--- src/rtl/ht_ptr_pkg.sv ---
// Shared types for the hash-table free-pointer storage.
// Default-width pointer/count types; width-parameterised modules declare their own vectors.
package ht_ptr_pkg;

  localparam int unsigned PTR_A_WIDTH = 8;

  typedef logic [PTR_A_WIDTH-1:0] ptr_t;
  typedef logic [PTR_A_WIDTH:0]   cnt_t;

  typedef enum logic {
    INIT = 1'b0,
    RUN  = 1'b1
  } free_ptr_state_e;

endpackage

--- src/rtl/ptr_fifo_sa.sv ---
// Generic show-ahead register FIFO of 2**A_WIDTH entries.
// The caller guarantees push only when not full (or when popping) and pop only when not empty.
module ptr_fifo_sa #(
  parameter int unsigned A_WIDTH = 8
) (
  input  logic               clk_i,
  input  logic               rst_i,
  input  logic               push_i,
  input  logic [A_WIDTH-1:0] push_data_i,
  input  logic               pop_i,
  output logic [A_WIDTH-1:0] head_o,
  output logic [A_WIDTH:0]   count_o,
  output logic               full_o,
  output logic               empty_o
);

  localparam int unsigned DEPTH = 2**A_WIDTH;

  logic [A_WIDTH-1:0] mem_q [DEPTH];
  logic [A_WIDTH-1:0] wr_ptr_q, wr_ptr_d;
  logic [A_WIDTH-1:0] rd_ptr_q, rd_ptr_d;
  logic [A_WIDTH:0]   count_q, count_d;

  always_comb begin
    wr_ptr_d = wr_ptr_q;
    rd_ptr_d = rd_ptr_q;
    count_d  = count_q;
    if (push_i) wr_ptr_d = wr_ptr_q + A_WIDTH'(1);
    if (pop_i)  rd_ptr_d = rd_ptr_q + A_WIDTH'(1);
    case ({push_i, pop_i})
      2'b10:   count_d = count_q + (A_WIDTH+1)'(1);
      2'b01:   count_d = count_q - (A_WIDTH+1)'(1);
      default: count_d = count_q;
    endcase
  end

  always_ff @(posedge clk_i or posedge rst_i) begin
    if (rst_i) begin
      wr_ptr_q <= '0;
      rd_ptr_q <= '0;
      count_q  <= '0;
    end else begin
      wr_ptr_q <= wr_ptr_d;
      rd_ptr_q <= rd_ptr_d;
      count_q  <= count_d;
    end
  end

  // Storage is deliberately not reset; the init fill defines every entry that can be read.
  always_ff @(posedge clk_i) begin
    if (push_i) mem_q[wr_ptr_q] <= push_data_i;
  end

  assign head_o  = mem_q[rd_ptr_q];
  assign count_o = count_q;
  assign full_o  = count_q[A_WIDTH];
  assign empty_o = (count_q == '0);

endmodule

--- src/rtl/free_ptr_fifo.sv ---
// Free-pointer FIFO for bucket/entry memory: self-fills 0..INIT_CNT-1 after reset, then recycles pointers.
// Define FREE_PTR_DOUBLE_FREE_CHECK_EN to add a presence bitmap that rejects double frees.
module free_ptr_fifo
  import ht_ptr_pkg::*;
#(
  parameter int unsigned A_WIDTH  = 8,
  parameter int unsigned INIT_CNT = 2**A_WIDTH
) (
  input  logic               clk_i,
  input  logic               rst_i,
  input  logic [A_WIDTH-1:0] add_empty_ptr_i,
  input  logic               add_empty_ptr_en_i,
  input  logic               next_empty_ptr_rd_ack_i,
  output logic [A_WIDTH-1:0] next_empty_ptr_o,
  output logic               next_empty_ptr_val_o,
  output logic [A_WIDTH:0]   free_cnt_o,
  output logic               init_done_o,
  output logic               overflow_o,
  output logic               double_free_o
);

  localparam int unsigned        INIT_LAST_I = INIT_CNT - 1;
  localparam logic [A_WIDTH-1:0] INIT_LAST   = INIT_LAST_I[A_WIDTH-1:0];

  free_ptr_state_e    state_q, state_d;
  logic [A_WIDTH-1:0] init_cnt_q, init_cnt_d;
  logic               overflow_q, overflow_d;

  logic               push, pop, room, dup;
  logic [A_WIDTH-1:0] push_data, head;
  logic [A_WIDTH:0]   count;
  logic               full, empty;

  ptr_fifo_sa #(.A_WIDTH(A_WIDTH)) u_fifo (
    .clk_i       (clk_i),
    .rst_i       (rst_i),
    .push_i      (push),
    .push_data_i (push_data),
    .pop_i       (pop),
    .head_o      (head),
    .count_o     (count),
    .full_o      (full),
    .empty_o     (empty)
  );

  always_comb begin
    state_d    = state_q;
    init_cnt_d = init_cnt_q;
    overflow_d = overflow_q;
    push       = 1'b0;
    pop        = 1'b0;
    room       = 1'b0;
    push_data  = add_empty_ptr_i;
    case (state_q)
      INIT: begin
        push       = 1'b1;
        push_data  = init_cnt_q;
        init_cnt_d = init_cnt_q + A_WIDTH'(1);
        if (init_cnt_q == INIT_LAST) state_d = RUN;
        if (add_empty_ptr_en_i) overflow_d = 1'b1;
      end
      RUN: begin
        pop  = next_empty_ptr_rd_ack_i && !empty;
        room = !full || pop;
        if (add_empty_ptr_en_i && !room) overflow_d = 1'b1;
        push = add_empty_ptr_en_i && room && !dup;
      end
      default: state_d = INIT;
    endcase
  end

  always_ff @(posedge clk_i or posedge rst_i) begin
    if (rst_i) begin
      state_q    <= INIT;
      init_cnt_q <= '0;
      overflow_q <= 1'b0;
    end else begin
      state_q    <= state_d;
      init_cnt_q <= init_cnt_d;
      overflow_q <= overflow_d;
    end
  end

`ifdef FREE_PTR_DOUBLE_FREE_CHECK_EN
  localparam int unsigned DEPTH = 2**A_WIDTH;

  logic [DEPTH-1:0] bitmap_q, bitmap_d;
  logic             double_free_q, double_free_d;

  // Freeing the head that leaves this same cycle is legitimate, not a double free.
  assign dup = (state_q == RUN) && bitmap_q[add_empty_ptr_i]
               && !(pop && (add_empty_ptr_i == head));

  always_comb begin
    bitmap_d      = bitmap_q;
    double_free_d = double_free_q;
    if (pop)  bitmap_d[head]      = 1'b0;
    if (push) bitmap_d[push_data] = 1'b1;
    if (add_empty_ptr_en_i && room && dup) double_free_d = 1'b1;
  end

  always_ff @(posedge clk_i or posedge rst_i) begin
    if (rst_i) begin
      bitmap_q      <= '0;
      double_free_q <= 1'b0;
    end else begin
      bitmap_q      <= bitmap_d;
      double_free_q <= double_free_d;
    end
  end

  assign double_free_o = double_free_q;
`else
  assign dup           = 1'b0;
  assign double_free_o = 1'b0;
`endif

  assign next_empty_ptr_o     = head;
  assign next_empty_ptr_val_o = (state_q == RUN) && !empty;
  assign free_cnt_o           = count;
  assign init_done_o          = (state_q == RUN);
  assign overflow_o           = overflow_q;

endmodule
--- config.mk ---
export PLATFORM = sky130hd
export DESIGN_NAME = free_ptr_fifo
export DESIGN_NICKNAME = d
export VERILOG_FILES = /design/src/rtl/ht_ptr_pkg.sv /design/src/rtl/ptr_fifo_sa.sv /design/src/rtl/free_ptr_fifo.sv
export SDC_FILE = /design/constraint.sdc
export NUM_CORES = 2
export LEC_CHECK = 0
export BUFFER_PORTS_ARGS = -buffer_cell sky130_fd_sc_hd__buf_2
export CAP_MARGIN = 20
export CORE_MARGIN = 2
export CORE_UTILIZATION = 55
export CTS_BUF_LIST = sky130_fd_sc_hd__clkbuf_8
export CTS_CLUSTER_DIAMETER = 80
export CTS_CLUSTER_SIZE = 40
export DETAILED_ROUTE_END_ITERATION = 6
export HOLD_SLACK_MARGIN = 0.02
export MAX_ROUTING_LAYER = met4
export PLACE_DENSITY = 0.74
export SYNTH_ARGS = -nofsm -noshare
export SYNTH_HDL_FRONTEND = slang
export SYNTH_HIERARCHICAL = 1
export SYNTH_SLANG_ARGS = --single-unit
export TNS_END_PERCENT = 1
--- constraint.sdc ---
create_clock -name clk_i -period 5.2 [get_ports clk_i]
set_clock_uncertainty 0.15 [all_clocks]
set_input_delay 0.78 -clock clk_i [delete_from_list [all_inputs] [get_ports clk_i]]
set_output_delay 0.78 -clock clk_i [all_outputs]
set_load 0.005 [all_outputs]
Word level (Yosys, flattened, before mapping)
Memory sizes are Yosys's and may differ from the RTL's.
Cells that the tools add are included.
Cells by class
  reductions and logical operators: 11
  multiplexer cells: 11
  eq/ne operators: 5
  add/subtract/negate cells: 5
  bitwise operators: 1
Operators by type and width (count)
  $add 8x1->8 const B: 3
  $pmux 9 s2: 1
  $add 9x1->9 const B: 1
  $logic_not 9->1: 1
  $sub 9x1->9 const B: 1
  $eq 8x8->1 const B: 1
  $mux 8: 1
  $mux 1: 7
  $logic_and 1x1->1: 4
  $pmux 1 s2: 2
  $logic_not 1->1: 3
  $eq 2x1->1 const B: 1
  $eq 2x2->1 const B: 1
  $ne 2x1->1 const B: 1
  $ne 2x2->1 const B: 1
  $reduce_and 2->1: 1
  $reduce_bool 2->1: 1
  $logic_or 1x1->1: 1
  $not 1->1: 1
Storage, ports and cells
  memories: 1
  register bits: 35
  RAM bits: 2048
  output and inout bits: 21
  word-level logic and storage cells: 40
Memories
  u_fifo.mem_q: depth 256, width 8, rd ports 1, clocked after memory_dff 0, wr ports 1, line ptr_fifo_sa.sv:19  | logic [A_WIDTH-1:0] mem_q [DEPTH];

Depth between registers and ports, before layout
  depth after elaboration: 8
  mapped depth: 20

By module
Netlist, hierarchy kept.
Modules (own cells, without submodules)
  ptr_fifo_sa: cells each 3998, instances 1, sequential area each 62124.6 um2, area each 81545.7 um2
  free_ptr_fifo: cells each 52, instances 1, sequential area each 250.2 um2, area each 599.3 um2

Worst setup path before layout
Ideal clock, no wire load.
  path kind: flip-flop to flip-flop
  start point: register u_fifo.count_q[4], in the netlist u_fifo/count_o[4]
  end point: register u_fifo.count_q[8], in the netlist u_fifo/count_o[8]
  period minus slack after synthesis: 4.101 ns
  stages on the path, launching flop included: 21
  arrival: 3.872 ns
  path buffers: 4
  path slack: 1.099 ns
  cells stage by stage: dfrtp_1 clkbuf_1 nor2_1 nand3_1 nor4_1 nor2b_1 o21ai_0 nand2_1 clkbuf_1 inv_1 ha_1 clkbuf_1 clkbuf_1 xor2_1 ha_1 or3_1 a21oi_1 nor2_1 mux2_2 a211oi_1 xor2_1
On the way
  longest elaborated chain between the ends: 8
  elaborated cells on any way between the ends: 13
Ends and longest elaborated chain
  from (decl): line ptr_fifo_sa.sv:22  | logic [A_WIDTH:0] count_q, count_d;
  from (signal assigned): line ptr_fifo_sa.sv:45  | count_q <= count_d;
  $logic_not 9->1 *: line ptr_fifo_sa.sv:57  | assign empty_o = (count_q == '0);
  named net empty: line free_ptr_fifo.sv:32  | logic full, empty;
  $logic_not 1->1 *: line free_ptr_fifo.sv:63  | pop = next_empty_ptr_rd_ack_i && !empty;
  $logic_and 1x1->1 *: line free_ptr_fifo.sv:63
  $logic_or 1x1->1 *: line free_ptr_fifo.sv:64  | room = !full || pop;
  $logic_and 1x1->1 *: line free_ptr_fifo.sv:66  | push = add_empty_ptr_en_i && room && !dup;
  $pmux 1 s2 *: line free_ptr_fifo.sv:54  | case (state_q)
  named net push: line free_ptr_fifo.sv:29  | logic push, pop, room, dup;
  $eq 2x1->1 / $eq 2x2->1 (equally long branches): line ptr_fifo_sa.sv:30  | case ({push_i, pop_i})
  $pmux 9 s2 / $reduce_bool 2->1 (equally long branches)
The timed path passes the listed nets; every way through them passes the cells marked *.
A chain may end at the register's enable or synchronous reset.

Final worst setup path
  start point: register u_fifo.rd_ptr_q[3]
  end point: output next_empty_ptr_o[5]
On the way
  longest elaborated chain between the ends: 1
Ends and longest elaborated chain
  from (decl): line ptr_fifo_sa.sv:21  | logic [A_WIDTH-1:0] rd_ptr_q, rd_ptr_d;
  from (signal assigned): line ptr_fifo_sa.sv:44  | rd_ptr_q <= rd_ptr_d;
  $mem_v2 256x8
  to (decl): line free_ptr_fifo.sv:14  | output logic [A_WIDTH-1:0] next_empty_ptr_o,
No other way between the ends.

==> impl_metrics.ini <==
[floorplanning]
die_height_um = 390.5
core_area_um2 = 148000
dieWidth_um = 390.5
ios = 33
rows = 141
start_util_pct = 55.50
die_area_um2 = 152500

[placement]
hpwl_mm = 128.6
place.gp.congestion = 0.9042
io_buffers = 31

[routing]
drt_iter0_drc = 7124
dr.pass1.iters = 7
ant_nets = 0
vias = 42780
totalWireLength_mm = 212.3
wl_per_cell_um = 34.15
remaining_drc_errors = 0
avgViaCountPerCell = 6.880

[clocking]
cts_tree = yes
cts.clk_slew.worst_paths_ns = 0.15
clockBufferDepth = 3
cts_buffers = 89
root_buffer = clkbuf_8
clk_latency_ns = 0.93
cts_sinks = 2083
h-tree-depth = 3

[power_and_ir_drop]
power_frac_seq_pct = 69.3
leakagePower_nw = 24.13
p_total_mw = 26.18
p_clk_share_pct = 30.7
peakVddDrop_mv = 0.2998
p_int_mw = 20.58
power_density_nw_per_um2 = 294.2
combPwrFrac_pct = 0.1
switching_share_pct = 21.37
switching_power_mw = 5.593

[yosys]
syn_inst = 4050
netlist_top_cells_area = edfxtp_1, mux4_2, mux2i_1
yosysTopAreaCellShare_pct = 74.87
ys_types = 79
synth_warnings = 6
synth_area_um2 = 82150
synth_edf_count = 2048
synth_top_area_cell = edfxtp_1
avgSynthCellArea_um2 = 20.28
synth_ff_type = edfxtp_1
ys_ff_latch = 2083
yosysSeqAreaShare_pct = 75.93
async_flop_share_pct = 1.680
syn_nets = 4071

[worst_setup_path]
slowest_delay_ns = 0.78
slowest_stage = dfrtp_4
cp_cell_sequence = buf_4, clkinvlp_4, nand2_1, a211oi_1, nor3_1, a22o_1, a32o_1, buf_2
end_kind = output port
rrSetupSlack_ns = 0.74
critPathTopFamily = simple AND/OR/NAND/NOR gates
worstPathRequired_ns = 4.27
arrival_ns = 4.52
start_kind = flip-flop
path_buf_inv = 3
critical_path_class = flip-flop to output port
crit_fanout = 25

[timing]
maxSlewViolCount = 0
finalCriticalPeriod_ns = 5.449
worst_hold_slack_ns = 0.2554
setup_viol = 2
relSlewSlack_pct = 19.07
fmax_mhz = 183.5
min_period_over_period_pct = 104.8
setup_ws_ns = -0.2486
tightest_slew_ns = 1.210
grt_setup_unrepaired = true
hold_viol = 0

[hold_path]
hold_class = input pin to flip-flop

[global_route]
grt_pass1_wl_mm = 297.8
grt_usage_pct = 28.27
first_global_vias = 40640
grt_antenna_before_repair = 12
grt_max_degree = 148
grt_overflow = 0

[job]
maxCapViolations = 0

[cells_and_area]
syn2layout_area_growth_pct = 8.332
mostFrequentLayoutCells = edfxtp_1, mux4_2, nor2_1, mux2i_1, buf_4
n_fill_cell = 10100
drive_gt1_share_pct = 21.87
seq_area_um2 = 62390
fin_util_pct = 60.12
final_common_cell = edfxtp_1
multi_input_area_um2 = 18320
fin_nets = 4224

[outcome]
violations = negative setup slack
outcome = finished, violations left
-- Yosys cell counts, drive strengths merged (4+ instances only) --
| master | n |
|---|---|
| o2111ai | 7 |
| a22oi | 71 |
| xor2 | 12 |
| nor4 | 7 |
| nand3 | 20 |
| nor3b | 4 |
| mux4 | 377 |
| and2 | 9 |
| nand2 | 98 |
| o211ai | 7 |
| or4 | 4 |
| mux2 | 34 |
| nor2b | 14 |
| a211oi | 48 |
| a211o | 7 |
| edfxtp | 2048 |
| and3 | 7 |
| a22o | 22 |
| dfrtp | 35 |
| a2111oi | 7 |
| a21oi | 53 |
| mux2i | 286 |
| a221oi | 53 |
| a221o | 6 |
| o22ai | 52 |
| xnor2 | 21 |
| clkbuf | 111 |
| ha | 9 |
| o21ai | 49 |
| nor3 | 13 |
| nor2 | 294 |
| a32oi | 4 |
| o221ai | 45 |
| inv | 16 |
| buf | 144 |
-- sequential cells by signal, summed over array words and instances, names as in the netlist --
signal           count
u_fifo/mem_q      2048
u_fifo/count_o       9
init_cnt_q           8
u_fifo/rd_ptr_q      8
u_fifo/wr_ptr_q      8
init_done_o          1
overflow_o           1
-- through the flow --
step / setup TNS (ns) / setup slack [ns] / std cells / area [um2]
after floorplan: 0 / 1.099 / 4050 / 82150
after global placement: 0 / 0.1097 / 5980 / 85110
after global routing: -0.1231 / -0.07228 / 6213 / 88980
after detailed placement: 0 / 0.07849 / 5980 / 85110
final: -0.2837 / -0.2486 / 6217 / 88990
after CTS: -0.0003113 / -0.0003113 / 6167 / 88240
-- power groups by stage --
stage	Sequential [mW]	Combinational (mW)	Clock [mW]
4_1_cts	18.1	0.0147	8.12
3_3_place_gp	18.5	0.0132	0
5_1_grt	18.1	0.0163	8.62
3_5_place_dp	18.5	0.0134	0
2_1_floorplan	18.5	0.00532	0
6_report	18.1	0.0142	8.03
-- worst register-to-register path, stage by stage, from the launching register on --
cell,delay (ns)
dfrtp_1,0.50
nor2_1,0.23
nand3_1,0.11
nor4_1,0.26
nor2b_1,0.10
o21ai_0,0.15
nand2_1,0.22
inv_1,0.22
ha_1,0.62
and3b_1,0.25
o21ai_0,0.39
a22oi_1,0.22
or4_1,0.50
a211oi_1,0.29
xor2_1,0.18
-- area by class of cell --
| cell class | instances | share of cell area, % |
|---|---|---|
| timing repair buffer | 315 | 3.629 |
| clock buffer | 95 | 1.469 |
| multi-input combinational | 1697 | 20.59 |
| inverter | 17 | 0.07733 |
| clock inverter | 69 | 1.375 |
| sequential | 2083 | 70.12 |
| tap | 1930 | 2.714 |
| antenna | 11 | 0.03093 |
-- repair_timing --
action / in CTS / in global routing
gates resized for setup: 47 / 56
endpoints found under the hold margin: 36 / 0
gates cloned: 7 / 6
hold buffers: 2 / 0
endpoints found under the setup margin: 8 / 8
pin swaps: 2 / 12
setup buffers: 14 / 33
-- layer usage --
metal / routed length, um / share of wire (%) / global-route usage [%] / up-vias
met2: 99650 / 47 / 42.27 / 3008
met3: 26550 / 13 / 5.850 / 479
met4: 8863 / 4.2 / 10.10 / 0
li1: - / - / - / 16960
met5: 0 / 0 / - / -
met1: 77270 / 36 / 39.10 / 22330
-- logic make-up after synthesis --
family	Yosys count	synth area share, %
compound gates	463	4.143
xor+xnor	33	0.3519
fa+ha+maj	9	0.1371
buf+inv	273	2.440
flops	2083	75.93
mux	697	14.42
other cells	1	0.004565
simple gates	491	2.571
-- path summary, 6_finish.rpt --
check | startpoint | end | depth (start not counted)
worst min-delay path | next_empty_ptr_rd_ack_i | overflow_o | 4
worst max-delay path | u_fifo/rd_ptr_q[3] | next_empty_ptr_o[5] | 8
worst max register to register | u_fifo/count_o[4] | u_fifo/count_o[7] | 14
min in group asynchronous | rst_i | init_cnt_q[4] | 3
worst min register to register | overflow_o | overflow_o | 1
max in group asynchronous | rst_i | u_fifo/rd_ptr_q[0] | 4
(Power assumes the default switching activity.)
